$ cat config.mk
export PLATFORM = sky130hd
export DESIGN_NAME = clk_enable_generator
export DESIGN_NICKNAME = d
export VERILOG_FILES = /design/src/rtl/clk_enable_pkg.sv /design/src/rtl/clk_en_channel.sv /design/src/rtl/clk_enable_generator.sv
export SDC_FILE = /design/constraint.sdc
export NUM_CORES = 1
export LEC_CHECK = 0
export CAP_MARGIN = 20
export CELL_PAD_IN_SITES_DETAIL_PLACEMENT = 0
export CELL_PAD_IN_SITES_GLOBAL_PLACEMENT = 2
export CORE_ASPECT_RATIO = 0.8
export CORE_MARGIN = 2
export CORE_UTILIZATION = 31
export CTS_BUF_LIST = sky130_fd_sc_hd__clkbuf_4 sky130_fd_sc_hd__clkbuf_8
export CTS_CLUSTER_SIZE = 28
export DETAILED_ROUTE_END_ITERATION = 7
export GPL_TIMING_DRIVEN = 0
export PLACE_DENSITY_LB_ADDON = 0.2
export RECOVER_POWER = 50
export SYNTH_ARGS = -nofsm -noshare
export SYNTH_HDL_FRONTEND = slang
export SYNTH_SLANG_ARGS = --single-unit
export TNS_END_PERCENT = 30
$ cat constraint.sdc
create_clock -name clk_25MHz -period 4.1 [get_ports clk_25MHz]
set_input_delay 0.82 -clock clk_25MHz [delete_from_list [all_inputs] [get_ports clk_25MHz]]
set_output_delay 0.82 -clock clk_25MHz [all_outputs]
set_load 0.02 [all_outputs]
$ cat src/rtl/clk_enable_pkg.sv
// Shared types and defaults for the multi-channel DDS clock-enable generator.
// Latency: n/a (declarations only); backpressure: n/a.
package clk_enable_pkg;

    typedef enum logic [1:0] {
        WAIT_LOCK = 2'd0,
        SETTLE    = 2'd1,
        RUN       = 2'd2
    } state_t;

    localparam int          DEF_NUM_CH     = 2;
    localparam int          DEF_ACC_W      = 24;
    localparam int          DEF_SETTLE_CYC = 1024;
    localparam int unsigned DEF_INC_RESET  = 32'd1 << 20;

    // Index width that stays at least one bit for single-entry ranges.
    function automatic int ch_w(input int num_ch);
        return (num_ch > 1) ? $clog2(num_ch) : 1;
    endfunction

endpackage

$ cat src/rtl/clk_en_channel.sv
// One DDS tick channel with a shadowed increment that swaps on a period boundary.
// Latency: tick registered 1 cycle after carry; backpressure: pending blocks new writes until the swap.
module clk_en_channel #(
    parameter int               ACC_W    = 24,
    parameter logic [ACC_W-1:0] INC_INIT = '0
) (
    input  logic             clk_25MHz,
    input  logic             resetn,
    input  logic             run,
    input  logic             wr_en,
    input  logic [ACC_W-1:0] wr_inc,
    output logic             tick,
    output logic             pending
);

    logic [ACC_W-1:0] acc;
    logic [ACC_W-1:0] inc;
    logic [ACC_W-1:0] shadow;
    logic [ACC_W:0]   sum;
    logic             carry;
    logic             apply;

    assign sum   = {1'b0, acc} + {1'b0, inc};
    assign carry = run & sum[ACC_W];
    // While running, swap only on a carry so the old period completes; a zero
    // increment never carries, and outside RUN there is no period to protect.
    assign apply = pending & (~run | carry | (inc == '0));

    always_ff @(posedge clk_25MHz or negedge resetn) begin
        if (!resetn) begin
            acc     <= '0;
            inc     <= INC_INIT;
            shadow  <= '0;
            pending <= 1'b0;
            tick    <= 1'b0;
        end else begin
            acc  <= run ? sum[ACC_W-1:0] : '0;
            tick <= carry;
            if (wr_en) begin
                shadow  <= wr_inc;
                pending <= 1'b1;
            end else if (apply) begin
                inc     <= shadow;
                pending <= 1'b0;
            end
        end
    end

endmodule

$ cat src/rtl/clk_enable_generator.sv
// Multi-channel clock-enable source gated on a settled PLL lock, with run-time rate writes.
// Latency: RUN 3+SETTLE_CYC cycles after lock; backpressure: cfg_ready low while the addressed channel has a pending swap.
module clk_enable_generator
    import clk_enable_pkg::*;
#(
    parameter int          NUM_CH     = DEF_NUM_CH,
    parameter int          ACC_W      = DEF_ACC_W,
    parameter int          SETTLE_CYC = DEF_SETTLE_CYC,
    parameter int unsigned INC_RESET  = DEF_INC_RESET
) (
    input  logic                        clk_25MHz,
    input  logic                        resetn,
    input  logic                        pll_lock,
    input  logic                        cfg_valid,
    input  logic [ch_w(NUM_CH)-1:0]     cfg_ch,
    input  logic [ACC_W-1:0]            cfg_inc,
    output logic                        cfg_ready,
    output logic [NUM_CH-1:0]           tick,
    output logic                        running
);

    localparam int               CH_W     = ch_w(NUM_CH);
    localparam int               CNT_W    = ch_w(SETTLE_CYC);
    localparam logic [CNT_W-1:0] CNT_LAST = CNT_W'(SETTLE_CYC - 1);

    logic              lock_meta;
    logic              lock_s;
    state_t            state;
    logic [CNT_W-1:0]  cnt;
    logic              run;
    logic [NUM_CH-1:0] pending;
    logic [NUM_CH-1:0] wr_en;

    always_ff @(posedge clk_25MHz or negedge resetn) begin
        if (!resetn) begin
            lock_meta <= 1'b0;
            lock_s    <= 1'b0;
        end else begin
            lock_meta <= pll_lock;
            lock_s    <= lock_meta;
        end
    end

    always_ff @(posedge clk_25MHz or negedge resetn) begin
        if (!resetn) begin
            state   <= WAIT_LOCK;
            cnt     <= '0;
            running <= 1'b0;
        end else begin
            case (state)
                WAIT_LOCK: begin
                    if (lock_s) begin
                        state <= SETTLE;
                        cnt   <= '0;
                    end
                end
                SETTLE: begin
                    if (!lock_s) begin
                        state <= WAIT_LOCK;
                    end else if (cnt == CNT_LAST) begin
                        state   <= RUN;
                        running <= 1'b1;
                    end else begin
                        cnt <= cnt + 1'b1;
                    end
                end
                RUN: begin
                    if (!lock_s) begin
                        state   <= WAIT_LOCK;
                        running <= 1'b0;
                    end
                end
                default: begin
                    state   <= WAIT_LOCK;
                    running <= 1'b0;
                end
            endcase
        end
    end

    // Dropping run in the lock-loss cycle clears accumulators and ticks on the
    // same edge that leaves RUN.
    assign run = running & lock_s;

    always_comb begin
        cfg_ready = 1'b1;
        wr_en     = '0;
        for (int i = 0; i < NUM_CH; i++) begin
            if (cfg_ch == CH_W'(i)) begin
                cfg_ready = ~pending[i];
                wr_en[i]  = cfg_valid & ~pending[i];
            end
        end
    end

    for (genvar g = 0; g < NUM_CH; g++) begin : g_ch
        clk_en_channel #(
            .ACC_W    (ACC_W),
            .INC_INIT (ACC_W'(INC_RESET))
        ) u_ch (
            .clk_25MHz (clk_25MHz),
            .resetn    (resetn),
            .run       (run),
            .wr_en     (wr_en[g]),
            .wr_inc    (cfg_inc),
            .tick      (tick[g]),
            .pending   (pending[g])
        );
    end

endmodule

# ---- Word-level counts from Yosys, hierarchy flattened
# Index checks and enable logic that the tools add are counted.
dict set report op_classes {
  add_sub_neg 3
  n_eq_ne 9
  mux 22
  n_bitwise 17
  reduce_logical 11
}
# operator n
set op_table {}
lappend op_table {{adder 24 x 24 -> 25 bit} 2}
lappend op_table {{zero test 24 bit} 2}
lappend op_table {{2-to-1 mux 24 bit} 2}
lappend op_table {{2-to-1 mux 10 bit} 3}
lappend op_table {{case mux 10 bit (2 select lines)} 1}
lappend op_table {{adder 10 x 1 -> 10 bit (second input constant)} 1}
lappend op_table {{== test 10 bit (second input constant)} 1}
lappend op_table {{2-to-1 mux 1 bit} 10}
lappend op_table {{inequality test 2 bit (second input constant)} 5}
lappend op_table {{2-to-1 mux 2 bit} 4}
lappend op_table {{AND reduction 4 bit} 2}
lappend op_table {{AND 1 bit} 7}
lappend op_table {{NOT 1 bit} 6}
lappend op_table {{case mux 2 bit (3 select lines)} 1}
lappend op_table {{nonzero test 2 bit} 3}
lappend op_table {{OR 1 bit} 4}
lappend op_table {{AND reduction 2 bit} 2}
lappend op_table {{inequality test 3 bit (second input constant)} 1}
lappend op_table {{case mux 1 bit (3 select lines)} 1}
lappend op_table {{AND reduction 3 bit} 1}
lappend op_table {{== test 2 x 1 -> 1 bit (second input constant)} 1}
lappend op_table {{== test 2 bit (second input constant)} 1}
lappend op_table {{zero test 2 bit} 1}
dict set report totals {
  regBits 163
  input_bits 29
}

# ---- Longest topological paths before layout
dict set report logic_depth {
  depth_word 7
  mapped_depth 12
  mapped_depth_nobuf 10
}

# ---- Cells and area by module
# A second synthesis with hierarchy kept.
dict set report unflattened {
  hier_cells 753
  hier_area_um2 8848.5
}
# module n_inst cells_each area_each_um2 seq_area_each_um2
set modules_own_cells {}
lappend modules_own_cells {{clk_en_channel at g_ch[0].u_ch} 1 341 4043.9 1853.0}
lappend modules_own_cells {{clk_en_channel at g_ch[1].u_ch} 1 335 3980.1 1853.0}
lappend modules_own_cells {clk_enable_generator 1 77 824.5 375.4}

# ---- Worst setup path before layout
# Ideal clock, no wire load.
dict set report synth_timing {
  path_kind {flip-flop to flip-flop}
  startpoint {register g_ch[1].u_ch.inc[0]}
  endpoint {register g_ch[1].u_ch.inc[10]}
  setup_ns 0.125
  arrival_time_ns 2.585
  t_required_ns 3.975
  slack_ns 1.390
  path_stages_with_launch 13
  n_path_buf 2
  cell_sequence {dfrtp_1 -> ha_1 -> inv_1 -> fa_1 -> nand2b_1 -> a211o_1 -> a21oi_2 -> a21oi_2 -> nor3_2 -> o31a_1 -> buf_6 -> buf_12 -> mux2_4}
}
dict set report synth_via {
  elab_chain_cells 6
  elab_cells_between_ends 7
  cone_classes {add/sub: 1; bitwise: 4; reduce/logical: 2}
}
# item line
set synth_lines {}
lappend synth_lines {{start, declared} clk_en_channel.sv:17} ;# logic [ACC_W-1:0] inc;
lappend synth_lines {{start signal, assigned} clk_en_channel.sv:43} ;# inc <= shadow;
lappend synth_lines {{adder 24 x 24 -> 25 bit} clk_en_channel.sv:23} ;# assign sum = {1'b0, acc} + {1'b0, inc};
lappend synth_lines {{AND 1 bit} clk_en_channel.sv:24} ;# assign carry = run & sum[ACC_W];
lappend synth_lines {{OR 1 bit} clk_en_channel.sv:27} ;# assign apply = pending & (~run | carry | (inc == '0));
lappend synth_lines {{OR 1 bit (*)} clk_en_channel.sv:27}
lappend synth_lines {{AND 1 bit (*)} clk_en_channel.sv:27}
lappend synth_lines {{AND reduction 2 bit (no line) (*)} --}
# Every way passes the cells marked *; elsewhere a longest branch is shown, timed or not.
# A chain may end at the register's enable or synchronous reset.

# ---- Worst setup path in the final report
dict set report layout_timing {
  startpoint {register g_ch[1].u_ch.inc[0]}
  endpoint {register g_ch[1].u_ch.inc[16]}
}
# The elaborated chain is that of the path after synthesis.

==> results.md <==
* Outcome: complete, but fails checks
* Failing checks: max-capacitance violations, max-slew violations
* Cell family with the largest share of critical-path delay: compound AO/OA/AOI/OAI gates
* Count of final setup violators at 0
* Library cells used by synthesis at 63
* Clock Skew at 0.0129 ns
* Max Buffers Root-to-Sink at 2
* Via count of the first global-routing pass at 6047
* Chip Height at 153 um
* Total of max-cap violations at 1
* Fmax achieved at 0.304 GHz
* Post-CTS Setup Bufs at 0
* Net count after synthesis at 835
* Antenna Nets Post-Route at 0
* Headroom to the max-slew limit at -0.975
* Count of input and output buffers at 32
* TritonCTS sink count at 163
* Initial cell density of the core at 0.315
* Actual slew at the worst max-slew pin at 2.96 ns
* Total overflow reported by the global router at 0
* Fraction of final layout cells sized beyond drive strength 1 at 0.194
* Arrival time at the worst endpoint at 3.64 ns
* Wire length of the first global-routing pass at 33.8 mm
* Clk Latency, worst-skew pair at 0.47 ns
* Leakage Power at 4.42 nW
* Floorplan Core Area at 27300 um2
* Clock transition at the register clock pins on the worst setup and hold paths after CTS at 0.09 ns
* DRC violations left at 0
* Diode insertion count for antenna repair at 0
* Die Width at 190 um
* Vias post-DR at 5847
* Number of top-level pins at 33
* Number of enable flip-flop cells after synthesis at 0
* Nets at 888
* Final weighted congestion in routability-driven placement at 0.807
* Kind of critical path: reg2reg
* Total of flip-flops plus latches after synthesis at 163
* Period utilization at 0.801
* Power density of the placed cells at 450 nW/um2
* Antenna violations before repair at 0
* Final routed wire length divided by cell count at 17.4 um
* Async S/R FF share, synth at 1.00
* Total routing usage reported by global routing at 0.150
* Slowest stage delay, CP at 0.39 ns
* Hold Path Class: reg2reg
* TritonCTS Buffers at 17
* Critical-path cell list: ha_1 -> inv_1 -> fa_1 -> nand2b_1 -> a211o_1 -> a21oi_2 -> a21oi_2 -> nor3_2 -> o31a_1 -> buf_6 -> buf_12 -> mux2_4
* Count of routing violations after the opening detailed-route iteration at 314
* Synthesis-to-layout area growth at 14.9%
* Required time of the worst setup path at 4.46 ns
* Worst voltage drop across the vdd grid at 0.232 mV
* Slowest library cell on the worst path: dfrtp_1
* Library cell appearing most often on the critical path: a21oi_2
* Kind of end point of the critical path: flip-flop
* Warnings, synthesis at 0
* Master cell of the clock root buffer: clkbuf_8
* # resized after CTS at 0
* Average size of a mapped cell at 11.4 um2
* CTS tree: yes
* Area of the mapped netlist at 8600 um2
* Clock H-tree levels at 4
* Largest fanout on the critical path at 10
* Seq/Total Area, Yosys at 0.475
* Per-cell via count in the routed design at 4.93
* Post-layout min period at 3.28 ns
* Post-synthesis cell count at 755
* Tot Pwr at 4.45 mW
* Total wire length after detailed routing at 20.6 mm
* WP buf/inv at 3
* Total count of hold-check failures in the final report at 0
* Setup repair after global routing missed its margin: false
* Dominant register cell in the synthesized netlist: dfrtp_1
* Total half-perimeter wirelength after legalization and detailed placement at 15.4 mm
* Placement-stage cell area at 9410 um2
* Overall die area at 29100 um2
* Row count at 54
* CTS Hold Buffers Added at 0
* Worst Setup Start Kind: flip-flop
* Fill cell count at 2761
* Post-route cell area at 9880 um2
* Largest net degree at the start of global routing at 102
* Number of detailed-route iterations in the first pass at 4
* Slew Limit Fails at 63
[sequential cells by signal (all words and copies together), names as in the netlist, 2 cells and up]
name               cells
g_ch.u_ch.acc         48
g_ch.u_ch.inc         48
g_ch.u_ch.shadow      48
cnt                   10
g_ch.u_ch.pending      2
g_ch.u_ch.tick         2
state                  2
[layout by cell type (no fill, tap or decap), types with 7 or more instances in the layout]
cell / instances
xor2_1: 23
inv_1: 21
clkdlybuf4s50_1: 30
nand4_1: 10
a21oi_1: 48
a211oi_1: 12
mux2_2: 58
clkbuf_8: 18
dfrtp_1: 161
nor2_1: 73
clkbuf_1: 9
xnor2_1: 17
o21ai_0: 29
nand2_1: 48
nand3_1: 16
ha_1: 49
and3_1: 7
a21o_1: 13
mux2_4: 40
nor4_1: 12
[through the flow]
stage	hold slack (ns)	cells	setup slack, ns	util	setup TNS (ns)
final	0.355	1185	0.816	0.362	0
after detailed placement	0.337	1152	0.717	0.345	0
after global routing	0.364	1185	0.439	0.362	0
after CTS	0.278	1184	0.792	0.362	0
after floorplan	0.331	755	1.39	-	0
after global placement	0.337	1151	-4.76	0.344	-766.47
[path summary, 6_finish.rpt]
path	start	to	slack, ns	cells after the start
max in group asynchronous	resetn	g_ch[0].u_ch.inc[17]$_DFFE_PN0P_	0.99	1
worst max-delay path	g_ch[1].u_ch.inc[0]$_DFFE_PN0P_	g_ch[1].u_ch.inc[16]$_DFFE_PN0P_	0.82	12
worst max register to register	g_ch[1].u_ch.inc[0]$_DFFE_PN0P_	g_ch[1].u_ch.inc[16]$_DFFE_PN0P_	0.82	12
min in group asynchronous	resetn	g_ch[1].u_ch.acc[19]$_DFF_PN0_	1.43	1
worst min-delay path	lock_meta$_DFF_PN0_	lock_s$_DFF_PN0_	0.35	0
worst min register to register	lock_meta$_DFF_PN0_	lock_s$_DFF_PN0_	0.35	0
[layout make-up]
type / count / area, um2 / area share
Buffer: 23 / 179 / 0.0181
Timing Repair Buffer: 34 / 358 / 0.0362
Inverter: 21 / 78.8 / 0.00798
Tap cell: 364 / 455 / 0.0461
Sequential cell: 163 / 4080 / 0.413
Clock buffer: 20 / 263 / 0.0266
Clock inverter: 12 / 204 / 0.0206
Multi-Input combinational cell: 548 / 4260 / 0.431
[power breakdown]
part / leakage [nW] / switching (mW) / internal [mW] / total (mW)
Combinational: 2.13 / 0.476 / 0.507 / 0.983
Clock: 0.226 / 0.634 / 0.757 / 1.39
Sequential: 2.06 / 0.231 / 1.84 / 2.07
[cells in the mapped netlist, drive strengths merged (12+ instances only)]
cell type,number,area (um2)
a211oi,12,90.1
a21o,13,97.6
a21oi,51,267
buf,14,145
dfrtp,161,4030
ha,49,613
inv,21,78.8
mux2,98,1250
nand2,48,180
nand3,17,90.1
nor2,73,274
nor4,12,75.1
o21ai,32,160
xnor2,17,149
xor2,23,201
[cells by family (layout without fill, tap and decap cells)]
kind of cell | count (synthesis) | count (layout) | synth area share
flip-flops | 163 | 163 | 0.475
multiplexers | 99 | 99 | 0.147
buffers and inverters | 44 | 110 | 0.0300
AO/OA/AOI/OAI | 162 | 162 | 0.124
XOR/XNOR | 40 | 40 | 0.0407
AND/OR/NAND/NOR | 196 | 196 | 0.108
adder cells (fa/ha/maj) | 51 | 51 | 0.0759
[routing by layer]
metal,track usage,vias up,part of all wire
met4,0.0377,0,0.0086
met2,0.206,78,0.41
met3,0.0308,13,0.028
met5,0,-,0
li1,-,2846,-
met1,0.236,2910,0.55
Note: power is estimated with default switching activity, not from simulation.
